File: config.mk
export PLATFORM = sky130hd
export DESIGN_NAME = status_register_unit
export DESIGN_NICKNAME = d
export VERILOG_FILES = /design/src/rtl/status_register_unit.sv
export SDC_FILE = /design/constraint.sdc
export NUM_CORES = 1
export LEC_CHECK = 0
export ABC_AREA = 1
export CAP_MARGIN = 5
export CELL_PAD_IN_SITES_DETAIL_PLACEMENT = 1
export CELL_PAD_IN_SITES_GLOBAL_PLACEMENT = 1
export CORE_MARGIN = 1.5
export CORE_UTILIZATION = 30
export DETAILED_ROUTE_END_ITERATION = 7
export PLACE_DENSITY_LB_ADDON = 0.15
export SKIP_CTS_REPAIR_TIMING = 1
export SLEW_MARGIN = 0
export SYNTH_ARGS = -nofsm -noshare
export SYNTH_HDL_FRONTEND = slang
export SYNTH_SLANG_ARGS = --single-unit
File: constraint.sdc
create_clock -name clk -period 1.31 [get_ports clk]
set_clock_uncertainty 0.1 [all_clocks]
set_input_delay 0.1965 -clock clk [delete_from_list [all_inputs] [get_ports clk]]
set_output_delay 0.1965 -clock clk [all_outputs]
set_load 0.05 [all_outputs]
File: src/rtl/status_register_unit.sv
// status_register_unit
// Architectural NZCV flag register for the pipelined core. Flags are written
// from the ALU status of the live EXE instruction when its S bit is set, and a
// small LIFO saves/restores them across exception entry and return. The block
// also resolves the EXE->ID flag dependency for the ID-stage condition check.
//
// Build option: define FLAG_BYPASS_EN to forward the EXE flag result straight
// to statusReg (flagHazard tied low). Without it, statusReg is the register
// and flagHazard asks the hazard unit to stall ID until the flag write retires.
//
// Qualifier semantics: exeValid/idValid mark a live instruction in that slot;
// every EXE/ID-derived action is gated by its valid, and freeze holds all
// state (pulses seen while frozen are dropped, not deferred).
module status_register_unit #(
  parameter int STACK_DEPTH = 2
) (
  input  logic                               clk,
  input  logic                               rst,
  input  logic [3:0]                         aluStatus,
  input  logic                               exeS,
  input  logic                               exeValid,
  input  logic                               freeze,
  input  logic [3:0]                         idCond,
  input  logic                               idValid,
  input  logic                               excEntry,
  input  logic                               excReturn,
  input  logic                               errClr,
  output logic [3:0]                         statusReg,
  output logic                               flagHazard,
  output logic [$clog2(STACK_DEPTH+1)-1:0]   stackDepth,
  output logic                               stackOvf,
  output logic                               stackUdf
);

  localparam int CW = $clog2(STACK_DEPTH + 1);
  localparam int IW = (STACK_DEPTH > 1) ? $clog2(STACK_DEPTH) : 1;

  logic [3:0]    flags_q, flags_d;
  logic [CW-1:0] cnt_q, cnt_d;
  logic          ovf_q, ovf_d;
  logic          udf_q, udf_d;
  logic [3:0]    stack_q [STACK_DEPTH];

  logic          upd;
  logic [3:0]    nxt_flags;
  logic          push_en;
  logic [IW-1:0] wr_idx;
  logic [IW-1:0] top_idx;

  assign upd       = exeValid & exeS & ~freeze;
  assign nxt_flags = upd ? aluStatus : flags_q;

  // Push slot is the current count; top of stack sits one below it. Both are
  // only used when the count makes them in range.
  assign wr_idx  = IW'(cnt_q);
  assign top_idx = IW'(cnt_q - CW'(1));

  // Next-state: restore beats update, a return masks a same-cycle entry, and
  // sticky-bit set events beat errClr.
  always_comb begin
    flags_d = flags_q;
    cnt_d   = cnt_q;
    ovf_d   = ovf_q;
    udf_d   = udf_q;
    push_en = 1'b0;
    if (!freeze) begin
      if (errClr) begin
        ovf_d = 1'b0;
        udf_d = 1'b0;
      end
      if (excReturn) begin
        if (cnt_q != '0) begin
          flags_d = stack_q[top_idx];
          cnt_d   = cnt_q - CW'(1);
        end else begin
          flags_d = nxt_flags;
          udf_d   = 1'b1;
        end
      end else begin
        flags_d = nxt_flags;
        if (excEntry) begin
          if (cnt_q < CW'(STACK_DEPTH)) begin
            push_en = 1'b1;
            cnt_d   = cnt_q + CW'(1);
          end else begin
            ovf_d = 1'b1;
          end
        end
      end
    end
  end

  // Flag register, stack count and sticky error bits.
  always_ff @(posedge clk or negedge rst) begin
    if (!rst) begin
      flags_q <= '0;
      cnt_q   <= '0;
      ovf_q   <= 1'b0;
      udf_q   <= 1'b0;
    end else begin
      flags_q <= flags_d;
      cnt_q   <= cnt_d;
      ovf_q   <= ovf_d;
      udf_q   <= udf_d;
    end
  end

  // Save stack; the post-update flags are what gets pushed.
  always_ff @(posedge clk or negedge rst) begin
    if (!rst) begin
      for (int i = 0; i < STACK_DEPTH; i++) stack_q[i] <= '0;
    end else if (push_en) begin
      stack_q[wr_idx] <= nxt_flags;
    end
  end

  assign stackDepth = cnt_q;
  assign stackOvf   = ovf_q;
  assign stackUdf   = udf_q;

`ifdef FLAG_BYPASS_EN
  // Forward the EXE flag result combinationally, frozen or not.
  assign statusReg  = (exeValid & exeS) ? aluStatus : flags_q;
  assign flagHazard = 1'b0;
  logic unused_id;
  assign unused_id = ^{idCond, idValid};
`else
  // Conditions 1110 (always) and 1111 (never) ignore the flags.
  assign statusReg  = flags_q;
  assign flagHazard = idValid & exeValid & exeS & (idCond < 4'b1110);
`endif

endmodule

==> impl_metrics.json <==
{
  "status": "complete, but fails checks",
  "violations": "negative setup slack",
  "cp_num_buf_inv": 2,
  "required_ps": 1010,
  "p_leak_nw": 0.797,
  "finalCritPeriodShare_pct": 104,
  "arrival_ps": 1060,
  "synthToLayoutAreaGrowth_pct": 64.6,
  "vdd_drop_max_mv": 0.883,
  "cts.clk_slew.worst_paths_ps": 110,
  "grt_pass1_vias": 980,
  "power_mw": 3.32,
  "fill_cells": 341,
  "path_delay_family": "flip-flops",
  "syn_nets": 140,
  "grt_pass1_wl_mm": 4.49,
  "start_util_pct": 32.5,
  "max_freq_mhz": 737,
  "cts_tree": "built",
  "antenna_cells": 0,
  "rsz0062_at_grt": "true",
  "seq_area_frac_synth_pct": 43.2,
  "syn_avg_cell_area_um2": 7.60,
  "die_h_um": 58.6,
  "cts_num_sinks": 16,
  "p_per_area_mw_per_mm2": 2180,
  "cts-root-buf": "clkbuf_4",
  "finalNetCount": 181,
  "yosysTopAreaCell": "dfrtp_1",
  "fin_setup_tns_ps": -53.0,
  "vias": 952,
  "remaining_drc_errors": 0,
  "synth.distinct_cells": 20,
  "synthTopCellsByArea": "dfrtp_1 43%, nand2_1 24%, nand3_1 5.4%, nor2_4 4.9%, nand4_1 3.4%",
  "grt_max_degree": 17,
  "clk_path_buf_depth": 2,
  "maxCapViolations": 0,
  "path_cells": "buf_8, buf_12",
  "crit_path_start_kind": "flip-flop",
  "hold_viol": 0,
  "dp_hpwl_mm": 2.09,
  "tightestPinTransition_ps": 296,
  "port-buffer-count": 24,
  "synth_area_um2": 927,
  "wl_per_cell_um": 14.7,
  "clkLatencyLatePin_ps": 300,
  "final_common_cell": "nand2_1",
  "final_cell_mix": "58 x nand2_1, 14 x dfrtp_1, 13 x buf_4",
  "critPathKind": "reg -> out",
  "htree_levels": 1,
  "worstPathMaxFanout": 7,
  "ioPinCount": 26,
  "antenna_found_initial": 0,
  "place_ws_ps": -401,
  "slew_violations": 0,
  "crit_slowest_cell": "dfrtp_2",
  "core_area_mm2": 0.00285,
  "totalWireLength_mm": 2.84,
  "setup_viol": 3,
  "via_per_inst": 4.93,
  "synth-seq-cells": 16,
  "drive_gt1_share_pct": 35.8,
  "overflow": 0,
  "ant_nets": 0,
  "netlist.area_leader.share_pct": 43.2,
  "num_rows": 19,
  "synthCells": 122,
  "synth_warnings": 0,
  "die_x_um": 58.6,
  "drtIter0Drc": 35,
  "gp_congestion": 0.782,
  "hold_ws_ps": 127,
  "fin_crit_ps": 1360,
  "crit_path_end_kind": "output pin",
  "cts_buffers": 3,
  "max_stage_delay_ps": 470,
  "final_util_pct": 53.5,
  "track_usage_pct": 17.2,
  "dr.pass1.iters": 4,
  "fp.dieArea_mm2": 0.00343,
  "relSlewSlack_pct": 80.2,
  "min-delay-path-class": "in -> async",
  "setup_ws_ps": -47.1
}
[stage by stage]
| step | instances | instance area, um^2 |
|---|---|---|
| floorplan | 122 | 967 |
| global placement | 184 | 1380 |
| detailed placement | 184 | 1380 |
| CTS | 188 | 1420 |
| global route | 193 | 1530 |
| finish | 193 | 1530 |
[area by class of cell]
type	instances	area, um^2	share of cell area [%]
multi-input cells	94	538	35.2
repair buffers	39	467	30.6
flip-flops and latches	16	403	26.4
inverters	9	43.8	2.87
well taps	31	38.8	2.54
clock buffers	4	36.3	2.38
[logic make-up (layout without fill, tap and decap cells)]
family	count (synthesis)	count (layout)	synth area share (%)
AND/OR/NAND/NOR	88	88	44.1
XOR/XNOR	2	2	2.70
flip-flops	16	16	43.2
adder cells (fa/ha/maj)	1	1	1.35
AO/OA/AOI/OAI	3	3	2.43
buffers and inverters	12	52	6.21
[synthesized netlist by cell type (all sizes together)]
master and instances:
nor2 8, nand3 11, ha 1, inv 9, or2 1, a32o 1, a31oi 1, o21ai 1
buf 3, dfrtp 16, xor2 2, nand2 63, nand4 5
[sequential cells by signal, indices dropped and copies added, names as in the netlist]
| register | flops |
|---|---|
| stackOvf | 1 |
| stackDepth | 2 |
| statusReg | 4 |
| stackUdf | 1 |
| stack_q | 8 |
[power breakdown]
part / total [mW] / leakage [nW] / switching [mW] / internal [mW]
Sequential: 0.941 / 0.202 / 0.221 / 0.720
Clock: 0.351 / 0.0210 / 0.182 / 0.170
Combinational: 2.03 / 0.574 / 1.07 / 0.959
[worst paths after layout]
path | from | end | slack, ps | cells after the start
max reg2reg | stackDepth[0] | stack_q[7] | 30 | 6
max in group asynchronous | rst | stackDepth[0] | 780 | 2
max | stackDepth[0] | stackDepth[0] | -50 | 2
min in group clk | excReturn | stackOvf | 280 | 4
min | rst | stackDepth[1] | 130 | 2
min reg2reg | stack_q[5] | stack_q[5] | 390 | 2
[metal layers]
| layer | wire length [um] | vias to the layer above | track usage [%] |
|---|---|---|---|
| met5 | 0 | - | 0 |
| li1 | - | 462 | - |
| met1 | 1230 | 467 | 21.4 |
| met4 | 43 | 0 | 7.47 |
| met2 | 1490 | 18 | 29.9 |
| met3 | 74 | 5 | 2.42 |
Power figures use the tool's default switching activity.
